**config.mk**
```make
export PLATFORM = sky130hd
export DESIGN_NAME = ahb_lite_switch_n
export DESIGN_NICKNAME = d
export VERILOG_FILES = /design/src/rtl/ahb_pkg.sv /design/src/rtl/rr_arbiter_comb.sv /design/src/rtl/ahb_lite_switch_n.sv
export SDC_FILE = /design/constraint.sdc
export NUM_CORES = 1
export LEC_CHECK = 0
export ABC_CLOCK_PERIOD_IN_PS = 2360
export BUFFER_PORTS_ARGS = -buffer_cell sky130_fd_sc_hd__buf_2
export CAP_MARGIN = 20
export CORE_ASPECT_RATIO = 1.1
export CORE_MARGIN = 2
export CORE_UTILIZATION = 35
export DETAILED_ROUTE_END_ITERATION = 10
export PLACE_DENSITY = 0.57
export SYNTH_ARGS = -nofsm -noshare
export SYNTH_HDL_FRONTEND = slang
export SYNTH_HIERARCHICAL = 1
export SYNTH_SLANG_ARGS = --single-unit
```
**constraint.sdc**
```tcl
create_clock -name HCLK -period 2.36 [get_ports HCLK]
set_clock_uncertainty 0.15 [all_clocks]
set_input_delay 0.472 -clock HCLK [delete_from_list [all_inputs] [get_ports HCLK]]
set_output_delay 0.472 -clock HCLK [all_outputs]
set_load 0.01 [all_outputs]
```
**src/rtl/ahb_pkg.sv**
```systemverilog
// Shared types for the AHB-Lite switch and its arbiters.
//   HTRANS_state : AHB transfer type encoding
//   ARB_FIXED/RR : arbitration mode selectors
//   arb_state_t  : switch grant FSM states
package ahb_pkg;

  typedef enum logic [1:0] {
    IDLE   = 2'b00,
    BUSY   = 2'b01,
    NONSEQ = 2'b10,
    SEQ    = 2'b11
  } HTRANS_state;

  localparam logic ARB_FIXED = 1'b0;
  localparam logic ARB_RR    = 1'b1;

  typedef enum logic [1:0] {
    ARB_IDLE,
    ARB_GRANT,
    ARB_RELEASE
  } arb_state_t;

endpackage

```
**src/rtl/rr_arbiter_comb.sv**
```systemverilog
// Combinational N-way arbiter, fixed-priority or round-robin.
//   req   : request vector
//   ptr   : round-robin start index (ignored in fixed mode)
//   mode  : ARB_FIXED (lowest index wins) or ARB_RR (first at/after ptr)
//   win   : winning index, valid only when valid=1
//   valid : at least one request present
module rr_arbiter_comb
  import ahb_pkg::*;
#(
  parameter int N     = 3,
  parameter int IDX_W = $clog2(N)
) (
  input  logic [N-1:0]     req,
  input  logic [IDX_W-1:0] ptr,
  input  logic             mode,
  output logic [IDX_W-1:0] win,
  output logic             valid
);

  always_comb begin
    int base;
    int idx;
    win   = '0;
    valid = 1'b0;
    idx   = 0;
    base  = (mode == ARB_RR) ? int'(ptr) : 0;
    // Scan N slots starting at base; first hit wins.
    for (int i = 0; i < N; i++) begin
      idx = base + i;
      if (idx >= N) idx = idx - N;
      if (!valid && req[idx]) begin
        valid = 1'b1;
        win   = IDX_W'(idx);
      end
    end
  end

endmodule

```
**src/rtl/ahb_lite_switch_n.sv**
```systemverilog
// N-master AHB-Lite bus switch: grants the shared memory port to one master
// at a time by raising only that master's HREADY.
//   HCLK, HRESET  : clock, synchronous active-high reset
//   i_HTRANS      : per-master transfer type; NONSEQ is a request
//   i_slave_done  : per-master end-of-transaction pulse (owner's only counts)
//   o_HREADY      : one-hot or zero grant
//   o_grant_idx   : current owner, holds last value when idle
//   o_busy        : a grant is active
//   o_timeout     : one-cycle pulse when the watchdog revokes a grant
module ahb_lite_switch_n
  import ahb_pkg::*;
#(
  parameter int N_MASTERS      = 3,
  parameter int ARB_MODE       = 1,
  parameter int TIMEOUT_CYCLES = 256,
  parameter int IDX_W          = $clog2(N_MASTERS)
) (
  input  logic                          HCLK,
  input  logic                          HRESET,
  input  HTRANS_state [N_MASTERS-1:0]   i_HTRANS,
  input  logic [N_MASTERS-1:0]          i_slave_done,
  output logic [N_MASTERS-1:0]          o_HREADY,
  output logic [IDX_W-1:0]              o_grant_idx,
  output logic                          o_busy,
  output logic                          o_timeout
);

  // Counter only needs to reach TIMEOUT_CYCLES; with the watchdog off it
  // just wraps harmlessly.
  localparam int CNT_W = (TIMEOUT_CYCLES < 2) ? 1 : $clog2(TIMEOUT_CYCLES + 1);
  localparam logic [IDX_W-1:0] LAST = IDX_W'(N_MASTERS - 1);

  arb_state_t           state, state_nxt;
  logic [IDX_W-1:0]     ptr, ptr_nxt;
  logic [CNT_W-1:0]     wd_cnt, cnt_nxt;
  logic [IDX_W-1:0]     grant_nxt;
  logic [N_MASTERS-1:0] hready_nxt;
  logic                 busy_nxt, timeout_nxt;

  logic [N_MASTERS-1:0] req;
  logic [IDX_W-1:0]     arb_win;
  logic                 arb_valid;
  logic                 done_own, wd_hit;

  for (genvar g = 0; g < N_MASTERS; g++) begin : g_req
    assign req[g] = (i_HTRANS[g] == NONSEQ);
  end

  rr_arbiter_comb #(.N(N_MASTERS), .IDX_W(IDX_W)) u_arb (
    .req   (req),
    .ptr   (ptr),
    .mode  ((ARB_MODE == 1) ? ARB_RR : ARB_FIXED),
    .win   (arb_win),
    .valid (arb_valid)
  );

  assign done_own = i_slave_done[o_grant_idx];
  assign wd_hit   = (TIMEOUT_CYCLES != 0) && (wd_cnt == CNT_W'(TIMEOUT_CYCLES));

  always_comb begin
    state_nxt   = state;
    ptr_nxt     = ptr;
    cnt_nxt     = wd_cnt;
    grant_nxt   = o_grant_idx;
    hready_nxt  = o_HREADY;
    busy_nxt    = o_busy;
    timeout_nxt = 1'b0;
    case (state)
      ARB_IDLE: begin
        if (arb_valid) begin
          state_nxt  = ARB_GRANT;
          grant_nxt  = arb_win;
          hready_nxt = N_MASTERS'(1) << arb_win;
          busy_nxt   = 1'b1;
          cnt_nxt    = CNT_W'(1);
        end
      end
      ARB_GRANT: begin
        if (done_own || wd_hit) begin
          state_nxt   = ARB_RELEASE;
          hready_nxt  = '0;
          busy_nxt    = 1'b0;
          // done wins over a coincident timeout
          timeout_nxt = !done_own;
          ptr_nxt     = (o_grant_idx == LAST) ? '0 : o_grant_idx + IDX_W'(1);
        end else begin
          cnt_nxt = wd_cnt + CNT_W'(1);
        end
      end
      ARB_RELEASE: state_nxt = ARB_IDLE;
      default:     state_nxt = ARB_IDLE;
    endcase
  end

  always_ff @(posedge HCLK) begin
    if (HRESET) begin
      state       <= ARB_IDLE;
      ptr         <= '0;
      wd_cnt      <= '0;
      o_grant_idx <= '0;
      o_HREADY    <= '0;
      o_busy      <= 1'b0;
      o_timeout   <= 1'b0;
    end else begin
      state       <= state_nxt;
      ptr         <= ptr_nxt;
      wd_cnt      <= cnt_nxt;
      o_grant_idx <= grant_nxt;
      o_HREADY    <= hready_nxt;
      o_busy      <= busy_nxt;
      o_timeout   <= timeout_nxt;
    end
  end

endmodule

```
==> impl_metrics.csv, run 1 <==
group,metric,value,unit
outcome,status,"complete, no violations",
sta,tns,0,ns
cts,cts_tree,"built",
placed_design,port-buffer-count,17,
logic_synthesis,synth_edf_count,0,
route,vias,1235,
power_and_ir_drop,pwr-share-comb,0.246,
finish,nNetsFinal,198,
power_and_ir_drop,power.leakage,0.5905,nW
logic_synthesis,synthTopCellsByArea,"dfxtp_1 32%, o211ai_1 4.2%, a21oi_1 4.0%, nand2_1 3.9%, nor2b_1 3.5%",
cts,clockBufferDepth,2,
power_and_ir_drop,p_seq_frac,0.431,
sta,setup_violations,0,
power_and_ir_drop,total_power,0.8820,mW
finish,n_antenna_cell,0,
logic_synthesis,muxShareOfSynthArea,0.05649,
worst_setup_path,critPathCaptureType,"register",
power_and_ir_drop,vdd_drop_max,402.4,µV
logic_synthesis,synth_area_leader_cell,"dfxtp_1",
power_and_ir_drop,power_switching,0.2505,mW
sta,finalCriticalPeriod,2.187,ns
logic_synthesis,synth.top_cell.area_share,0.3171,
placed_design,dp_hpwl,2325,µm
floorplan,fp.dieW,61.27,µm
logic_synthesis,synth-adder-area-share,0.02973,
cts,cts_hold_buf,0,
sta,relSlewSlack,0.6256,
logic_synthesis,synthArstFlopShare,0,
global_routing,grt_max_degree,26,
worst_setup_path,worstSetupStartpointType,"register",
placed_design,globalplace.congestion,0.8408,
finish,layout.core_utilization,0.4671,
cts,clock_latency,0.31,ns
cts,numCtsBuffers,3,
logic_synthesis,netlist_top_cells_count,"20 x dfxtp_1, 13 x nand2_1, 10 x a21oi_1",
finish,drive_gt1_frac,0.2896,
floorplan,row_count,22,
floorplan,core-area,3386,µm²
logic_synthesis,ys.flop_type,"dfxtp_1",
logic_synthesis,synthCells,150,
flow_run,maxCapViolCount,0,
power_and_ir_drop,switching_share,0.2840,
finish,syn_to_final_growth,25.27,%
global_routing,grt_pass1_vias,1180,
floorplan,pin_count,18,
global_routing,gr-total-overflow,0,
cts,cts-root-buf,"clkbuf_4",
global_routing,grt_pass1_wl,5064,µm
floorplan,die_h,66.99,µm
logic_synthesis,synth_cell_types,49,
logic_synthesis,synth.most_common_cell,"dfxtp_1",
worst_setup_path,critical_path_required,2.42,ns
sta,finalCritPeriodShare,0.9267,
finish,nFillCells,351,
cts,cts_sinks,20,
power_and_ir_drop,intPower,0.6315,mW
route,final_antenna_net_count,0,
route,drt_iter0_markers,64,
global_routing,antenna_found_initial,0,
logic_synthesis,synth_area,1262,µm²
power_and_ir_drop,p_per_area,557.7,nW/µm²
floorplan,initial_core_util,0.3729,
logic_synthesis,ys_ff_latch,20,
route,first_pass_iters,4,
worst_setup_path,worst_ep_arrival_time,2.25,ns
sta,hold_viol,0,
route,wire_per_inst,13.43,µm
logic_synthesis,ys_warn_count,6,
route,drc,0,
global_routing,grt_usage,0.1657,
logic_synthesis,syn_avg_cell_area,8.416,µm²
route,via_per_inst,5.346,
cts,clk_pin_slew_worst_paths,0.12,ns
floorplan,dieArea,4104,µm²
logic_synthesis,synthXorXnorAreaFrac,0.006938,
cts,ctsHtreeMaxLevel,1,
logic_synthesis,synth-simple-area-share,0.3211,
logic_synthesis,synth_compound_area_frac,0.2270,
logic_synthesis,synth_top_family_by_area,"simple AND/OR/NAND/NOR gates",
power_and_ir_drop,p_clk_frac,0.323,
logic_synthesis,ys_seq_area_frac,0.3171,
sta,max_slew.worst_pin.slew,0.5570,ns
route,routed_wl,3102,µm
hold_path,hold_path.class,"reg -> reg",
worst_setup_path,worst-setup-path-type,"reg -> reg",
worst_setup_path,critPathMaxFanout,7,
sta,slew_violations,0,
sta,max_freq,457.2,MHz
## metrics by stage
stage                     setup slack (ns)  cells  instance area (µm²)  hold WS [ns]
after floorplan                    0.04901    155                 1292        0.3232
after global placement             0.07224    226                 1494        0.3075
after detailed placement          -0.02166    226                 1494        0.3266
after CTS                          0.01248    231                 1554        0.3479
after global routing             -0.002102    231                 1582        0.3753
final                               0.1730    231                 1582        0.3424
## placed cells by master, fill, tap and decap left out, types with 3 or more instances in the layout
master	synthesis	routed
buf_4	1	12
o21ai_0	6	4
a31oi_1	3	3
nand3_1	6	6
dfxtp_1	20	19
a21oi_1	10	9
nor3_1	6	6
clkbuf_4	0	3
buf_2	3	17
nand2b_1	3	3
or3_1	3	3
o211ai_1	7	7
nand3b_1	3	3
nand2_1	13	12
nor2b_1	7	7
inv_1	6	6
mux2i_1	3	3
conb_1	1	6
nor2_1	4	4
nor4_1	5	4
o21a_1	3	3
## worst max-delay path, cell delays in order (launching register included)
cell,delay (ns)
dfxtp_1,0.37
or4_4,0.55
nor4_2,0.43
o21a_4,0.26
mux2_1,0.33
## layer usage
| layer | wire length [µm] | share of wire | global-route usage | up-vias |
|---|---|---|---|---|
| met2 | 1651 | 0.53 | 0.2872 | 23 |
| li1 | - | - | - | 618 |
| met3 | 87 | 0.028 | 0.02330 | 4 |
| met1 | 1324 | 0.43 | 0.1967 | 590 |
| met4 | 38 | 0.012 | 0.07337 | 0 |
| met5 | 0 | 0 | 0 | - |
## cell families after synthesis
kind of cell | Yosys count
AO/OA/AOI/OAI | 41
XOR/XNOR | 1
adder cells (fa/ha/maj) | 3
buffers and inverters | 11
flip-flops | 20
multiplexers | 6
other | 1
AND/OR/NAND/NOR | 67
## power by group through the flow
stage / Clock [mW] / Sequential (mW) / Combinational, mW
final: 0.285 / 0.380 / 0.217
after global routing: 0.307 / 0.384 / 0.242
after CTS: 0.290 / 0.379 / 0.208
after detailed placement: 0 / 0.387 / 0.203
after global placement: 0 / 0.385 / 0.200
after floorplan: 0 / 0.393 / 0.122
## registers in the layout, indices dropped and copies added, names as in the netlist
name,flops
o_HREADY,3
o_busy,1
o_grant_idx,2
o_timeout,1
ptr,2
state,2
wd_cnt,9
## path summary, 6_finish.rpt
kind                            slack [ns]     end      start  cells after the start
worst max-delay path                  0.17  ptr[0]  wd_cnt[2]                      4
worst min-delay path                  0.34  o_busy     o_busy                      2
worst max register to register        0.17  ptr[0]  wd_cnt[2]                      4
worst min register to register        0.34  o_busy     o_busy                      2
## final cells by class
| cell class | count | area (µm²) | share of cell area |
|---|---|---|---|
| clock buffer | 3 | 22.52 | 0.01424 |
| clock inverter | 1 | 30.03 | 0.01899 |
| inverter | 6 | 22.52 | 0.01424 |
| multi-input combinational | 124 | 869.6 | 0.5498 |
| sequential | 20 | 401.6 | 0.2540 |
| tap | 48 | 60.06 | 0.03797 |
| timing repair buffer | 29 | 175.2 | 0.1108 |
## timing repair
action / 4_1_cts / 5_1_grt
endpoints found under the setup margin: 1 / 15
hold endpoints to repair: 0 / 0
buffers inserted: 1 / 0
resized for setup: 0 / 8
pin swaps: 0 / 1
No activity file was read; power rests on OpenSTA's default activity.
==> run 2, diff against run 1 <==
Settings changed: CORE_UTILIZATION 35 to 50, GPL_ROUTABILITY_DRIVEN set to 0, PLACE_DENSITY 0.57 to 0.76.
==> impl_metrics.csv, run 2 (synthesis results as in run 1) <==
group,metric,value,unit
outcome,status,"complete, no violations",
power_and_ir_drop,intPower,0.6312,mW
finish,final_common_cell,"dfxtp_1",
cts,cts_tree,"built",
floorplan,dieArea,2943,µm²
worst_setup_path,reg2reg_depth,10,
placed_design,port-buffer-count,17,
placed_design,pre_cts_ws,0.02968,ns
route,first_pass_iters,6,
hold_path,hp-start,"o_busy",
finish,final_cell_area,1549,µm²
worst_setup_path,max_stage_delay,0.34,ns
sta,rsz0062_at_grt,"false",
cts,clock_latency,0.32,ns
cts,cts_hold_buf,0,
route,routed_wl,3005,µm
worst_setup_path,worst_r2r_endpoint,"wd_cnt[7]",
cts,cts-root-buf,"clkbuf_4",
worst_setup_path,rrSetupSlack,0.09,ns
finish,nFillCells,204,
route,vias,1282,
route,drc,0,
sta,finalCriticalPeriod,2.266,ns
power_and_ir_drop,power.leakage,0.5835,nW
worst_setup_path,critPathCaptureType,"register",
worst_setup_path,path_cells,"and2_4 > ha_4 > or2b_1 > a21oi_2 > nor3_1 > nand3_1 > nor3b_4 > buf_4 > nor3b_1 > mux2_4",
finish,reg_top3,"wd_cnt: 9 flops, o_HREADY: 3 flops",
sta,finalWorstSetupSlack,0.09433,ns
placed_design,dp.cells,206,
finish,drive_gt1_frac,0.2802,
floorplan,core-area,2449,µm²
route,wire_per_inst,14.11,µm
flow_run,maxCapViolCount,0,
global_routing,antenna_found_initial,0,
hold_path,hold_path_end,"o_busy",
power_and_ir_drop,pwr-share-comb,0.242,
power_and_ir_drop,switching_share,0.2787,
worst_setup_path,worst-setup-path-type,"reg -> reg",
finish,layout.core_utilization,0.6326,
sta,tns,0,ns
floorplan,initial_core_util,0.5156,
finish,syn_to_final_growth,22.70,%
power_and_ir_drop,vdd_drop_max,440.1,µV
placed_design,postPlaceCellArea,1450,µm²
finish,final_cell_mix,"19 x dfxtp_1, 17 x buf_2, 13 x nand2_1, 9 x buf_4, 8 x a21oi_1",
global_routing,grt_max_degree,26,
global_routing,gr-total-overflow,0,
worst_setup_path,slowest_stage,"dfxtp_2",
sta,max_freq,441.4,MHz
global_routing,grt_pass1_wl,5154,µm
sta,finalCritPeriodShare,0.9600,
floorplan,row_count,19,
global_routing,grt_usage,0.2286,
worst_setup_path,r2r_start,"ptr[0]",
power_and_ir_drop,p_per_area,565.0,nW/µm²
cts,numCtsBuffers,3,
worst_setup_path,critical_path_required,2.42,ns
finish,nNetsFinal,197,
sta,hold_viol,0,
floorplan,pin_count,18,
cts,cts_sinks,20,
hold_path,hold_path.class,"reg -> reg",
cts,ctsHtreeMaxLevel,1,
finish,final_cells,213,
power_and_ir_drop,total_power,0.8752,mW
power_and_ir_drop,power_switching,0.2439,mW
sta,slew_violations,0,
cts,clk_pin_slew_worst_paths,0.12,ns
global_routing,grt_pass1_vias,1234,
finish,n_antenna_cell,0,
cts,clockBufferDepth,2,
floorplan,die_h,56.70,µm
route,final_antenna_net_count,0,
route,via_per_inst,6.019,
worst_setup_path,worstSetupStartpointType,"register",
placed_design,dp_hpwl,2210,µm
floorplan,fp.dieW,51.91,µm
finish,top_register,"wd_cnt",
sta,hold_slack,0.3424,ns
power_and_ir_drop,p_clk_frac,0.323,
worst_setup_path,critPathMaxFanout,6,
hold_path,whs_path_depth,2,
sta,setup_violations,0,
finish,largest_reg_flops,9,
worst_setup_path,worst_ep_arrival_time,2.32,ns
power_and_ir_drop,p_seq_frac,0.435,
route,drt_iter0_markers,66,
## run 2: repair_timing
item                       4_1_cts  5_1_grt
setup endpoints to repair        0       15
buffers inserted                 0        3
resized for setup                0        7
## run 2: power by group through the flow
stage | registers, mW | clock network, mW | logic (mW)
6_report | 0.380 | 0.283 | 0.212
5_1_grt | 0.385 | 0.300 | 0.233
4_1_cts | 0.380 | 0.290 | 0.195
3_5_place_dp | 0.388 | 0 | 0.194
3_3_place_gp | 0.385 | 0 | 0.189
2_1_floorplan | 0.393 | 0 | 0.122
## run 2: how the worst max path moves through the flow
stage | endpoint | startpoint | depth (start not counted)
2_1_floorplan | wd_cnt[5] | ptr[0] | 10
3_3_place_gp | wd_cnt[7] | ptr[0] | 9
3_5_place_dp | wd_cnt[5] | ptr[0] | 9
4_1_cts | wd_cnt[7] | ptr[0] | 9
5_1_grt | wd_cnt[7] | ptr[0] | 10
6_report | wd_cnt[7] | ptr[0] | 10
## run 2: area by class of cell
class	count	area, µm²	area share
Sequential cell	20	401.6	0.2593
Clock inverter	1	30.03	0.01939
Multi-Input combinational cell	124	864.6	0.5582
Clock buffer	3	22.52	0.01454
Timing Repair Buffer	28	168.9	0.1090
Tap cell	31	38.79	0.02504
Inverter	6	22.52	0.01454
## run 2: per-layer routing
layer,vias to the layer above,global-route usage,share of wire
li1,615,-,-
met1,618,0.2637,0.43
met2,43,0.3924,0.50
met3,6,0.02394,0.042
met4,0,0.1391,0.021
met5,-,0,0
## run 2: critical path: cells and delay by family (launching register included)
kind | cells | cell delay (ns)
mux | 1 | 0.27
simple gates | 6 | 0.87
buf+inv | 1 | 0.15
compound gates | 1 | 0.13
fa+ha+maj | 1 | 0.25
flops | 1 | 0.34
